<file path="src/rtl/delay_credit_rx.sv">
// Receive end of a fixed-latency lane-vector pipeline: issues credits upstream and
// captures returning vectors into a show-ahead FIFO with a valid/ready output.
module delay_credit_rx #(
  parameter int unsigned BIT_WIDTH  = 4,
  parameter int unsigned DEPTH      = 2,
  parameter int unsigned DELAY      = 4,
  parameter int unsigned FIFO_DEPTH = 8
) (
  input  logic                                 clk,
  input  logic                                 rst_n,
  input  logic                                 issue_valid,
  output logic                                 issue_ready,
  input  logic                                 ret_valid,
  input  logic [BIT_WIDTH*DEPTH-1:0]           ret_data,
  output logic                                 out_valid,
  input  logic                                 out_ready,
  output logic [BIT_WIDTH*DEPTH-1:0]           out_data,
  output logic [$clog2(FIFO_DEPTH+1)-1:0]      occupancy,
  output logic [$clog2(FIFO_DEPTH+1)-1:0]      inflight,
  output logic                                 err
);

  localparam int unsigned DW = BIT_WIDTH * DEPTH;
  localparam int unsigned CW = $clog2(FIFO_DEPTH + 1);
  localparam int unsigned PW = (FIFO_DEPTH > 1) ? $clog2(FIFO_DEPTH) : 1;

  // Elaboration-time parameter sanity.
  if (FIFO_DEPTH == 0 || (FIFO_DEPTH & (FIFO_DEPTH - 1)) != 0) begin : g_bad_depth
    $error("delay_credit_rx: FIFO_DEPTH must be a non-zero power of two");
  end
  if (FIFO_DEPTH < DELAY + 1) begin : g_low_depth
    $warning("delay_credit_rx: FIFO_DEPTH below DELAY+1 limits throughput");
  end

  logic [DW-1:0] mem [FIFO_DEPTH];
  logic [PW-1:0] wr_ptr, rd_ptr, wr_ptr_nx, rd_ptr_nx;
  logic [CW-1:0] inflight_nx, occupancy_nx;
  logic [CW:0]   total_nx;
  logic [DW-1:0] out_data_nx;
  logic          iss_c, pop_c, has_credit_c, full_c, push_c, err_c, fwd_c;

  function automatic logic [PW-1:0] ptr_inc(input logic [PW-1:0] p);
    if (FIFO_DEPTH == 1) return '0;
    return p + PW'(1);
  endfunction

  // Event decode, counter and pointer next-state.
  always_comb begin
    iss_c        = issue_valid & issue_ready;
    pop_c        = out_valid & out_ready;
    has_credit_c = (inflight != CW'(0)) | iss_c;
    full_c       = (occupancy == CW'(FIFO_DEPTH));
    push_c       = ret_valid & has_credit_c & (~full_c | pop_c);
    err_c        = (ret_valid & ~has_credit_c)
                 | (ret_valid & full_c & ~pop_c)
                 | (issue_valid & ~issue_ready);

    inflight_nx  = inflight + CW'(iss_c) - CW'(push_c);
    occupancy_nx = occupancy + CW'(push_c) - CW'(pop_c);
    total_nx     = (CW+1)'(inflight_nx) + (CW+1)'(occupancy_nx);

    wr_ptr_nx    = push_c ? ptr_inc(wr_ptr) : wr_ptr;
    rd_ptr_nx    = pop_c  ? ptr_inc(rd_ptr) : rd_ptr;

    // A push landing in the slot that becomes head must be forwarded to the output register.
    fwd_c        = push_c & (wr_ptr == rd_ptr_nx);
    out_data_nx  = fwd_c ? ret_data : mem[rd_ptr_nx];
  end

  always_ff @(posedge clk or negedge rst_n) begin
    if (!rst_n) begin
      wr_ptr      <= '0;
      rd_ptr      <= '0;
      inflight    <= '0;
      occupancy   <= '0;
      issue_ready <= 1'b0;
      out_valid   <= 1'b0;
      out_data    <= '0;
      err         <= 1'b0;
    end else begin
      wr_ptr      <= wr_ptr_nx;
      rd_ptr      <= rd_ptr_nx;
      inflight    <= inflight_nx;
      occupancy   <= occupancy_nx;
      issue_ready <= (total_nx < (CW+1)'(FIFO_DEPTH));
      out_valid   <= (occupancy_nx != CW'(0));
      out_data    <= out_data_nx;
      err         <= err | err_c;
    end
  end

  // Storage array; contents are don't-care until written.
  always_ff @(posedge clk) begin
    if (push_c) mem[wr_ptr] <= ret_data;
  end

endmodule

</file>
<file path="config.mk">
export PLATFORM = sky130hd
export DESIGN_NAME = delay_credit_rx
export DESIGN_NICKNAME = d
export VERILOG_FILES = /design/src/rtl/delay_credit_rx.sv
export SDC_FILE = /design/constraint.sdc
export NUM_CORES = 1
export LEC_CHECK = 0
export ABC_AREA = 1
export ABC_CLOCK_PERIOD_IN_PS = 5220
export BUFFER_PORTS_ARGS = -buffer_cell sky130_fd_sc_hd__buf_4
export CAP_MARGIN = 20
export CORE_MARGIN = 2
export CORE_UTILIZATION = 60
export CTS_CLUSTER_SIZE = 16
export DETAILED_ROUTE_END_ITERATION = 10
export GPL_TIMING_DRIVEN = 0
export PLACE_DENSITY = 0.77
export SLEW_MARGIN = 20
export SYNTH_ARGS = -nofsm -noshare
export SYNTH_HDL_FRONTEND = slang
export SYNTH_SLANG_ARGS = --single-unit
</file>
<file path="constraint.sdc">
create_clock -name clk -period 5.22 [get_ports clk]
set_clock_uncertainty 0.15 [all_clocks]
set_input_delay 0.261 -clock clk [delete_from_list [all_inputs] [get_ports clk]]
set_output_delay 0.261 -clock clk [all_outputs]
set_load 0.05 [all_outputs]
</file>
### Yosys cells after proc, flatten, opt, wreduce, memory -nomap -nowiden

Memory sizes are Yosys's and may differ from the RTL's. A register that Yosys moved wholly into a read port is not among the register bits.
Cells that the tools add are included.

* memory bits (read-only): 0
* output and inout bits: 19
* input port bits: 13
* word-level logic and storage cells: 40
* bits in registers: 17
* latch bits: 0
* memories: 1
* memory bits (writable): 64

Memories
* mem: words 8, width 8, read ports 1, clocked after Yosys merged registers in 1, wr ports 1, RTL line 35 `logic [DW-1:0] mem [FIFO_DEPTH];`

* order comparisons: 1
* equal/unequal tests: 1
* reduce and logical (&&, ||, !) cells: 3
* bitwise operators: 17
* $add $sub $neg: 7
* shifts and indexed selects: 0
* divide/modulo/power cells: 0
* multiply operators: 0
* multiplexer cells: 3

Operator list (count)
* $add A4 B1 Y4: 2
* $and A1 B1 Y1: 8
* $reduce_bool A4 Y1: 2
* $sub A4 B1 Y4: 2
* $add A3 B1 Y3 const B: 2
* $add A4 B4 Y5: 1
* $lt A5 B4 Y1 const B: 1
* $or A1 B1 Y1: 5
* $eq A4 B4 Y1 const B: 1
* $not A1 Y1: 4
* $mux W3: 1
* $mux W1: 2
* $logic_not A1 Y1: 1

### Longest topological paths before layout

* word-level depth: 8
* mapped depth: 13
* gate-level depth less buffers: 13

### Worst setup path before layout

Ideal clock, no wire load.

* path type: reg-to-reg
* start: register inflight[2]
* end: register issue_ready
* data arrival time: 2.925 ns
* cell stages (with the launch flop): 14
* path buffers: 0
* library setup time: 0.101 ns
* clock period less this slack: 3.176 ns
* required time: 4.969 ns
* setup slack: 2.044 ns
* cell sequence: dfrtp_1 -> inv_1 -> ha_1 -> nand3_1 -> nand3_4 -> bufinv_8 -> ha_1 -> inv_1 -> ha_1 -> fa_1 -> ha_1 -> and3_1 -> o21a_1 -> nor4_1

* elaborated cells between the ends (all ways): 10
* those cells by class: 5 x add/sub; 1 x order compare; 3 x bitwise; 1 x reduce/logical

RTL lines
* start: declaration: RTL line 19 `output logic [$clog2(FIFO_DEPTH+1)-1:0] inflight,`
* start signal: assignment: RTL line 83 `inflight <= inflight_nx;`
* $reduce_bool A4 Y1: RTL line 51 `has_credit_c = (inflight != CW'(0)) | iss_c;`
* $or A1 B1 Y1: RTL line 51
* $and A1 B1 Y1 (2 in a row): RTL line 53 `push_c = ret_valid & has_credit_c & (~full_c | pop_c);`
* via push_c: RTL line 40 `logic iss_c, pop_c, has_credit_c, full_c, push_c, err_c, fwd_c;`
* $sub A4 B1 Y4: RTL line 58 `inflight_nx = inflight + CW'(iss_c) - CW'(push_c);`
* via inflight_nx[1]: RTL line 37 `logic [CW-1:0] inflight_nx, occupancy_nx;`
* $add A4 B4 Y5: RTL line 60 `total_nx = (CW+1)'(inflight_nx) + (CW+1)'(occupancy_nx);`
* $lt A5 B4 Y1: RTL line 85 `issue_ready <= (total_nx < (CW+1)'(FIFO_DEPTH));`
* end signal: assignment: RTL line 85
* end: declaration: RTL line 12 `output logic issue_ready,`

The timed path passes the listed nets, and every way through them passes these cells.
A chain may end at the register's enable or synchronous reset.

### Worst setup path in the final report

* start: input port issue_valid
* end: register issue_ready

* elaborated cells between the ends (all ways): 10
* those cells by class: 5 x add/sub; 1 x order compare; 4 x bitwise

RTL lines
* start: declaration: RTL line 11 `input logic issue_valid,`
* $and A1 B1 Y1: RTL line 49 `iss_c = issue_valid & issue_ready;`
* $or A1 B1 Y1: RTL line 51
* $and A1 B1 Y1 (2 in a row): RTL line 53
* via push_c: RTL line 40
* $sub A4 B1 Y4: RTL line 58
* via inflight_nx[1]: RTL line 37
* $add A4 B4 Y5: RTL line 60
* $lt A5 B4 Y1: RTL line 85

The timed path passes the listed nets, and every way through them passes these cells.

==> results.json <==
{
  "drt-vias-per-instance": 5.39,
  "period_needed_ns": 3.16,
  "first_pass_iters": 5,
  "rows": 31,
  "syn_nets": 430,
  "timing.rr.end": "issue_ready",
  "avgSynthCellArea_um2": 10.9,
  "critPathKind": "in -> reg",
  "synth_warnings": 0,
  "cts.clk_slew.worst_paths_ns": 0.09,
  "drc": 0,
  "worst_ep_arrival_time_ns": 3.28,
  "powerDensity_nw_per_um2": 616,
  "slew_headroom_pct": 48.5,
  "grt_max_degree": 26,
  "io_pins": 32,
  "rr_worst_depth": 13,
  "ys_seq_area_share_pct": 58.6,
  "critPathMostFrequentCell": "ha_1",
  "clockRootBuffer": "clkbuf_8",
  "worstPathRequired_ns": 5.34,
  "cts_buffers": 9,
  "crit_family": "adder cells",
  "grt_usage_pct": 24.5,
  "peakVddDrop_mv": 0.258,
  "yosysTopAreaCell": "edfxtp_1",
  "wl_um": 9050,
  "cts_setup_buffers": 0,
  "start_kind": "input port",
  "cts_tree": "built",
  "r2r-start": "inflight[2]",
  "syn_to_final_growth_pct": 13.2,
  "grt_pass1_vias": 2676,
  "pre_cts_slack_ns": 2.09,
  "synthTopCellsByArea": "edfxtp_1, dfrtp_1, nand3_1",
  "synth_top_area_share_pct": 44.2,
  "finalNetCount": 474,
  "power.leakage_nw": 2.20,
  "drive_gt1_share_pct": 17.6,
  "fin_tns_setup_ns": 0,
  "grt_first_pass_wirelength_um": 13900,
  "place.detailed.hpwl_um": 6330,
  "syn-cell-area_um2": 4340,
  "clk_latency_ns": 0.36,
  "core_area_um2": 7140,
  "cp_slowest_stage_delay_ns": 0.54,
  "clockBufferDepth": 2,
  "port_buffers": 30,
  "drv_slew": 0,
  "cts.sinks": 89,
  "overflow": 0,
  "min-delay-path-class": "in -> reg",
  "die_w_um": 89.1,
  "wire_per_inst_um": 16.5,
  "gp_congestion": 0.909,
  "rsz0062_at_grt": "no",
  "synth_seq_cells": 89,
  "cp_num_buf_inv": 4,
  "n_antenna_cell": 0,
  "die_area_um2": 7940,
  "start_util_pct": 60.9,
  "tightestPinTransition_ns": 0.770,
  "drt_iter0_markers": 209,
  "crit_cells": 14,
  "status": "finished clean",
  "endpoint": "issue_ready",
  "hold_viol": 0,
  "end_kind": "flop",
  "syn_inst": 400,
  "ys_types": 31,
  "finalSetupViolCount": 0,
  "max_cap_viol_count": 0,
  "worstSetupStartpoint": "issue_valid",
  "dr_total_vias": 2954,
  "fin_ws_ns": 2.06,
  "path_max_fanout": 7,
  "slowest_stage": "dlygate4sd3_1",
  "fmax_mhz": 316,
  "worstPathCellList": "dlygate4sd3_1, buf_4, nand2_1, nand3_1, nand3_4, bufinv_8, ha_1, inv_1, ha_1, fa_1, ha_1, and3_1, o21a_1, nor4_1",
  "ant_nets": 0,
  "cts_resized": 0,
  "r2r_setup_slack_ns": 2.07,
  "fin_crit_sh_pct": 60.6,
  "die_y_um": 89.1,
  "grt_antenna_before_repair": 0,
  "htreeDepth": 3
}
tightest hold or removal path, stage by stage:
cell and delay [ns]:
buf_4 0.10, a21oi_1 0.07, o21ai_0 0.06
how the worst min path moves through the flow:
stage / startpoint / end / slack [ns] / depth (start not counted)
after floorplan: rst_n / err / -0.18 / 0
after global routing: ret_data[1] / mem[0][1] / 0.02 / 1
after global placement: rst_n / inflight[1] / 0.03 / 1
final: ret_valid / err / 0.01 / 3
after detailed placement: rst_n / inflight[1] / 0.04 / 1
after CTS: ret_valid / err / 0.01 / 3
final cells by class:
type | count | area, um^2
sequential | 89 | 2550
multi-input combinational | 229 | 1410
timing repair buffer | 33 | 255
fill | 557 | 2220
inverter | 71 | 288
buffer | 11 | 100
clock buffer | 9 | 124
tap | 99 | 124
clock inverter | 7 | 71.3
per-stage QoR:
stage / cell area, um^2 / util, % / power, mW / hold slack [ns] / instances
2_1_floorplan: 4340 / - / 2.15 / -0.185 / 400
3_3_place_gp: 4690 / 65.8 / 2.51 / 0.0341 / 529
3_5_place_dp: 4690 / 65.8 / 2.57 / 0.0370 / 529
4_1_cts: 4920 / 68.9 / 3.02 / 0.0135 / 548
5_1_grt: 4920 / 68.9 / 3.23 / 0.0187 / 548
6_report: 4920 / 68.9 / 3.03 / 0.0106 / 548
cell families after synthesis:
family	count (synthesis)	share of synthesized area, %
AO/OA/AOI/OAI	6	0.749
XOR/XNOR	5	1.01
adder cells (fa/ha/maj)	17	5.24
buffers and inverters	82	8.93
flip-flops	89	58.6
AND/OR/NAND/NOR	201	25.4
placed cells by master (no fill, tap or decap), drive strengths merged:
master / n
dfrtp: 25
xor2: 2
clkinvlp: 2
inv: 70
o21a: 1
nor3: 1
and3: 1
nand3: 89
ha: 15
nand2: 78
o21ai: 2
clkbuf: 9
nor4: 1
edfxtp: 64
clkinv: 4
nand3b: 16
bufinv: 2
xnor2: 3
fa: 2
buf: 41
nor2: 14
dlygate4sd3: 3
a21oi: 3
nand4: 1
flip-flops by register name, summed over array words and instances (netlist names):
name and flops:
issue_ready 1, out_valid 1, rd_ptr 3, inflight 4
out_data 8, occupancy 4, err 1, mem 64
wr_ptr 3
cell usage after synthesis (all sizes together):
master and number:
nand3 89, nand2 78, inv 70, edfxtp 64
dfrtp 25, nand3b 16, ha 15, nor2 14
buf 11, a21oi 3, xnor2 3, fa 2
o21ai 2, xor2 2, and3 1, bufinv 1
nand4 1, nor3 1, nor4 1, o21a 1
routing by layer:
layer / GRT usage [%] / routed length (um) / vias up
li1: - / - / 1416
met1: 35.5 / 3910 / 1387
met2: 36.4 / 4180 / 134
met3: 5.72 / 745 / 17
met4: 8.96 / 212 / 0
met5: 0 / 0 / -
report_power, final:
part	switching [mW]	total, mW	internal (mW)
clock network	0.249	0.470	0.220
logic	1.02	1.54	0.520
registers	0.0767	1.02	0.940
what timing repair did:
action,CTS,global route
hold endpoints to repair,28,0
hold buffers,3,0
endpoints found under the setup margin,0,0
No activity file was read; power rests on OpenSTA's default activity.
